File: config.mk
export PLATFORM = sky130hd
export DESIGN_NAME = gate_preact_mac
export DESIGN_NICKNAME = d
export VERILOG_FILES = /design/src/rtl/lstm_pkg.sv /design/src/rtl/round_sat.sv /design/src/rtl/gate_preact_mac.sv
export SDC_FILE = /design/constraint.sdc
export NUM_CORES = 1
export LEC_CHECK = 0
export ABC_CLOCK_PERIOD_IN_PS = 2950
export CORE_MARGIN = 3
export CORE_UTILIZATION = 58
export CTS_CLUSTER_SIZE = 24
export DETAILED_ROUTE_END_ITERATION = 8
export GPL_TIMING_DRIVEN = 0
export PLACE_DENSITY = 0.78
export SKIP_LAST_GASP = 1
export SYNTH_ARGS = -nofsm -noshare
export SYNTH_HDL_FRONTEND = slang
export SYNTH_SLANG_ARGS = --single-unit
export TNS_END_PERCENT = 100
File: constraint.sdc
create_clock -name clk -period 2.95 [get_ports clk]
set_input_delay 0.59 -clock clk [delete_from_list [all_inputs] [get_ports clk]]
set_output_delay 0.59 -clock clk [all_outputs]
set_load 0.005 [all_outputs]
File: src/rtl/lstm_pkg.sv
// Shared definitions for the LSTM datapath: controller states, default
// fixed-point format and the accumulator sizing rule.
package lstm_pkg;

  // Controller states of the gate pre-activation MAC
  typedef enum logic [2:0] {
    IDLE  = 3'd0,
    ACCUM = 3'd1,
    DRAIN = 3'd2,
    ROUND = 3'd3,
    OUT   = 3'd4
  } state_e;

  // Default data format Q(WL-FL).FL
  localparam int DEF_WL = 16;
  localparam int DEF_FL = 8;

  // Smallest accumulator that holds bias<<FL plus N full-scale products
  // without overflow (one product is 2*WL bits, N of them add clog2(N)
  // bits, and one more covers the bias term and the rounding constant).
  function automatic int acc_min_wl(input int wl, input int n);
    return 2 * wl + $clog2(n) + 1;
  endfunction

endpackage

File: src/rtl/round_sat.sv
// Round-half-up and saturate a wide signed accumulator to a WL-bit word.
// Purely combinational; reused wherever a wide sum returns to data width.
module round_sat #(
  parameter int ACC_WL = 40,
  parameter int WL     = 16,
  parameter int FL     = 8
) (
  input  logic signed [ACC_WL-1:0] acc,
  output logic signed [WL-1:0]     out_data,
  output logic                     out_sat
);

  // Half an LSB of the output format; zero when there is nothing to drop
  localparam logic signed [ACC_WL-1:0] RND = ACC_WL'((64'd1 << FL) >> 1);

  // Output range limits expressed at accumulator width
  localparam logic signed [ACC_WL-1:0] SAT_MAX =
    $signed({{(ACC_WL-WL+1){1'b0}}, {(WL-1){1'b1}}});
  localparam logic signed [ACC_WL-1:0] SAT_MIN =
    $signed({{(ACC_WL-WL+1){1'b1}}, {(WL-1){1'b0}}});

  logic signed [ACC_WL-1:0] biased;
  logic signed [ACC_WL-1:0] shifted;

  // Add half an LSB, shift arithmetically, then clip to the WL range
  always_comb begin
    biased   = acc + RND;
    shifted  = biased >>> FL;
    out_data = shifted[WL-1:0];
    out_sat  = 1'b0;
    if (shifted > SAT_MAX) begin
      out_data = SAT_MAX[WL-1:0];
      out_sat  = 1'b1;
    end else if (shifted < SAT_MIN) begin
      out_data = SAT_MIN[WL-1:0];
      out_sat  = 1'b1;
    end
  end

endmodule

File: src/rtl/gate_preact_mac.sv
// LSTM gate pre-activation engine: bias + sum(x[i]*w[i]) over N pairs,
// one pair per cycle, followed by round/saturate and a valid/ready result.
module gate_preact_mac
  import lstm_pkg::*;
#(
  parameter int WL     = DEF_WL,
  parameter int FL     = DEF_FL,
  parameter int N      = 8,
  parameter int ACC_WL = 40
) (
  input  logic                 clk,
  input  logic                 rst_n,
  input  logic                 start,
  input  logic signed [WL-1:0] bias,
  input  logic                 in_valid,
  output logic                 in_ready,
  input  logic signed [WL-1:0] x_in,
  input  logic signed [WL-1:0] w_in,
  output logic                 out_valid,
  input  logic                 out_ready,
  output logic signed [WL-1:0] out_data,
  output logic                 out_sat,
  output logic                 busy
);

  localparam int PROD_W = 2 * WL;
  localparam int CNT_W  = $clog2(N + 1);
  localparam logic [CNT_W-1:0] CNT_LAST = CNT_W'(N - 1);

  // Refuse to build an accumulator that could overflow
  if (ACC_WL < acc_min_wl(WL, N)) begin : g_acc_wl_check
    $error("gate_preact_mac: ACC_WL=%0d below minimum %0d", ACC_WL, acc_min_wl(WL, N));
  end

  state_e                    state_q, state_d;
  logic signed [ACC_WL-1:0]  acc_q, acc_d;
  logic [CNT_W-1:0]          cnt_q, cnt_d;
  logic signed [PROD_W-1:0]  prod_q, prod_d;
  logic                      prod_vld_q, prod_vld_d;
  logic                      out_valid_q, out_valid_d;
  logic signed [WL-1:0]      out_data_q, out_data_d;
  logic                      out_sat_q, out_sat_d;

  logic signed [ACC_WL-1:0]  bias_ext;
  logic signed [ACC_WL-1:0]  prod_ext;
  logic signed [WL-1:0]      rs_data;
  logic                      rs_sat;

  assign bias_ext = ACC_WL'(bias);
  assign prod_ext = ACC_WL'(prod_q);

  round_sat #(
    .ACC_WL (ACC_WL),
    .WL     (WL),
    .FL     (FL)
  ) u_round_sat (
    .acc      (acc_q),
    .out_data (rs_data),
    .out_sat  (rs_sat)
  );

  // Next-state and datapath: multiply stage feeds the accumulate stage so
  // a new pair can be taken every cycle; DRAIN absorbs the last product.
  always_comb begin
    state_d     = state_q;
    acc_d       = acc_q;
    cnt_d       = cnt_q;
    prod_d      = prod_q;
    prod_vld_d  = 1'b0;
    out_valid_d = out_valid_q;
    out_data_d  = out_data_q;
    out_sat_d   = out_sat_q;

    // A pending product is always folded in on the following edge
    if (prod_vld_q) begin
      acc_d = acc_q + prod_ext;
    end

    case (state_q)
      IDLE: begin
        if (start) begin
          acc_d   = bias_ext <<< FL;
          cnt_d   = '0;
          state_d = ACCUM;
        end
      end
      ACCUM: begin
        if (in_valid) begin
          prod_d     = PROD_W'(x_in) * PROD_W'(w_in);
          prod_vld_d = 1'b1;
          cnt_d      = cnt_q + CNT_W'(1);
          if (cnt_q == CNT_LAST) begin
            state_d = DRAIN;
          end
        end
      end
      DRAIN: begin
        state_d = ROUND;
      end
      ROUND: begin
        out_data_d  = rs_data;
        out_sat_d   = rs_sat;
        out_valid_d = 1'b1;
        state_d     = OUT;
      end
      OUT: begin
        if (out_ready) begin
          out_valid_d = 1'b0;
          state_d     = IDLE;
        end
      end
      default: begin
        state_d = IDLE;
      end
    endcase
  end

  // State and datapath registers; reset discards any partial sum
  always_ff @(posedge clk or negedge rst_n) begin
    if (!rst_n) begin
      state_q     <= IDLE;
      acc_q       <= '0;
      cnt_q       <= '0;
      prod_q      <= '0;
      prod_vld_q  <= 1'b0;
      out_valid_q <= 1'b0;
      out_data_q  <= '0;
      out_sat_q   <= 1'b0;
    end else begin
      state_q     <= state_d;
      acc_q       <= acc_d;
      cnt_q       <= cnt_d;
      prod_q      <= prod_d;
      prod_vld_q  <= prod_vld_d;
      out_valid_q <= out_valid_d;
      out_data_q  <= out_data_d;
      out_sat_q   <= out_sat_d;
    end
  end

  assign in_ready  = (state_q == ACCUM);
  assign busy      = (state_q != IDLE);
  assign out_valid = out_valid_q;
  assign out_data  = out_data_q;
  assign out_sat   = out_sat_q;

endmodule

==> metrics.cfg <==
[critical_path]
reg2regPathDepth = 13
rrSetupSlack_ns = -0.04
worstSetupPathType = input pin to flop
crit_arrival_ns = 6.36
cp_max_fo = 5
timing.rr.end = out_data[2]$_DFFE_PN0P_
worstSetupStartpointType = input pin
endpoint_kind = flop
crit_required_ns = 3.18
startpoint = w_in[6]
r2r_start = acc_q[7]$_DFF_PN0_

[sta]
finClkSkew_ns = 0.01262
report.final.slew_viol_count = 0
finalSetupViolations = 45
period_share = 2.078
slew-limit-headroom = 0.4548
worst_pin_slew_ns = 0.8179
hold_violations = 0
max_freq_ghz = 0.1631
fin_crit_ns = 6.130
setup_slack_ns = -3.180
rsz0062_at_grt = yes

[global_routing]
grt_pass1_wl_um = 74730
grt_max_degree = 61
antenna_found_initial = 0
track_usage = 0.3012
grt_pass1_vias = 14517
overflow = 0

[floorplan]
die_y_um = 176.5
die-area_sq_mm = 0.03116
fp.coreArea_sq_mm = 0.02824
fp-row-count = 61
die_x_um = 176.5
start_util = 0.5971
ios = 73

[clock_network]
cts_max_level = 3
clock_sinks = 98
clockRootBuffer = clkbuf_16
clockBufferDepth = 2
cts_buffers = 9
clk_latency_ns = 0.35
path_clk_slew_ns = 0.08
cts_tree = built

[logic_synthesis]
ys_warn_count = 0
synthXorXnorAreaFrac = 0.04155
synth_top_family_by_area = adder cells
synthArstFlopShare = 1.000
synth_top_area_share = 0.3122
yosys.area.top_type = fa_1
synth_cell_types = 70
yosys_register_bits = 98
yosysMostFrequentCell = inv_1
synth_ff_type = dfrtp_1
synth-simple-area-share = 0.1781
ys_seq_area_frac = 0.1454
synth_edf_count = 0
synth_compound_area_frac = 0.1204
synthAdderAreaFrac = 0.4035
synth.area.top_cells = fa_1 31%, dfrtp_1 15%, ha_1 9.1%
syn_avg_cell_area_sq_um = 8.746
syn_nets = 2367
syn_inst = 1928
synth_commonest_cells = 344 x inv_1, 263 x fa_1, 234 x nand2_1
synthMuxAreaShare = 0.01662
syn-cell-area_sq_mm = 0.01686

[routing]
ant_nets = 0
via_per_inst = 5.781
num_vias = 14395
drt_first_pass_iters = 6
wl_per_cell_um = 19.20
wirelength_um = 47810
drcViolationCount = 0
drtIter0Drc = 1254

[cells_and_area]
n_fill_cell = 1986
diodes = 0
final_cells = 2490
areaGrowthSynthToFinish_pct = 24.27
drive_gt1_frac = 0.2121
post-route-util = 0.7420
nets = 2546

[hold_path]
hold_path_class = input pin to asynchronous set/reset pin

[place]
gp_congestion = 0.9702
dp_cells = 2379
post-place-ws_ns = -4.412
portBuffers = 72
dp_hpwl_um = 36420

[outcome]
violations = negative setup slack
run_status = finished, violations left

[flow_run]
cap_violations = 0

==> worst max-delay path, stage by stage <==
cell and delay [ns]:
buf_12 0.11, buf_8 0.11, and2_4 0.13, fa_1 0.54, inv_2 0.04, fa_1 0.54, fa_1 0.45, fa_1 0.52
inv_1 0.06, fa_1 0.48, inv_1 0.05, fa_1 0.54, inv_2 0.07, ha_4 0.25, a21o_1 0.18, a21o_1 0.18
a221oi_4 0.36, o21ai_2 0.11, o21a_1 0.19, o21a_1 0.19, o21a_1 0.17, or3_1 0.30, a31o_1 0.20
==> logic make-up (layout without fill, tap and decap cells) <==
kind of cell               count (synthesis)  in the layout
and+or+nand+nor                          598            598
buffers and inverters                    418            602
adders and majority gates                386            386
AOI/OAI and AO/OA                        320            320
DFF                                       98             98
xor gates and xnor gates                  80             80
muxes                                     28             28
==> flip-flops by register name (all words and copies together) (netlist names) <==
register and count:
state_q 3, out_valid 1, cnt_q 4, out_sat 1
out_data 16, acc_q 40, prod_vld_q 1, prod_q 32
==> timing repair <==
item / 4_1_cts / 5_1_grt
cloned: 2 / 1
setup endpoints to repair: 65 / 64
gates resized for setup: 336 / 175
hold buffers: 0 / 0
pin swaps: 91 / 110
buffers inserted: 56 / 53
==> routing by layer <==
metal | wire length, um | vias to the layer above | track usage
met4 | 2118 | 0 | 0.1005
met3 | 2932 | 132 | 0.02925
met2 | 23130 | 605 | 0.5235
met1 | 19630 | 7129 | 0.3984
li1 | - | 6529 | -
met5 | 0 | - | 0
==> through the flow <==
stage / area (sq um) / hold slack [ns] / TNS, ns
6_report: 20960 / 0.2042 / -65.98
4_1_cts: 20030 / 0.2247 / -64.25
5_1_grt: 20960 / 0.2469 / -71.88
3_3_place_gp: 18640 / 0.4625 / -322.21
2_1_floorplan: 17450 / 0.2944 / -61.42
3_5_place_dp: 18670 / 0.4821 / -101.48
==> final cells by class <==
cell class	count	area (sq um)	share of cell area
plain buffers	65	675.6	0.03224
clock buffers	9	225.2	0.01075
clock inverters	7	58.81	0.002806
inverters	344	1294	0.06174
multi-input cells	1412	14130	0.6742
flip-flops and latches	98	2466	0.1177
well taps	378	473.0	0.02257
repair buffers	177	1635	0.07804
==> cells in the final DEF, fill, tap and decap left out, drive strengths merged, types with 8 or more instances in the layout <==
cell type	count
a22o	10
o21bai	17
ha	123
nand2b	16
dfrtp	98
o31ai	12
buf	149
clkdlybuf4s50	39
nand3	23
xnor2	48
a21o	24
mux2i	28
or3	8
nand2	235
a21oi	86
nand4	19
and2	142
o21ai	91
o21a	11
clkbuf	61
inv	349
and3	23
a31oi	12
nor3	17
a211oi	13
nor2	79
xor2	32
fa	263
==> worst max-delay path by stage <==
stage	to	depth (start not counted)	slack (ns)
3_3_place_gp	prod_q[24]$_DFFE_PN0P_	21	-4.35
4_1_cts	prod_q[24]$_DFFE_PN0P_	23	-3.15
6_report	prod_q[24]$_DFFE_PN0P_	23	-3.18
2_1_floorplan	prod_q[24]$_DFFE_PN0P_	22	-3.18
3_5_place_dp	prod_q[24]$_DFFE_PN0P_	21	-4.41
5_1_grt	prod_q[24]$_DFFE_PN0P_	22	-3.29
Power is not shown: default switching activity piles up to over one toggle a cycle in this logic, so the estimate is an artifact.
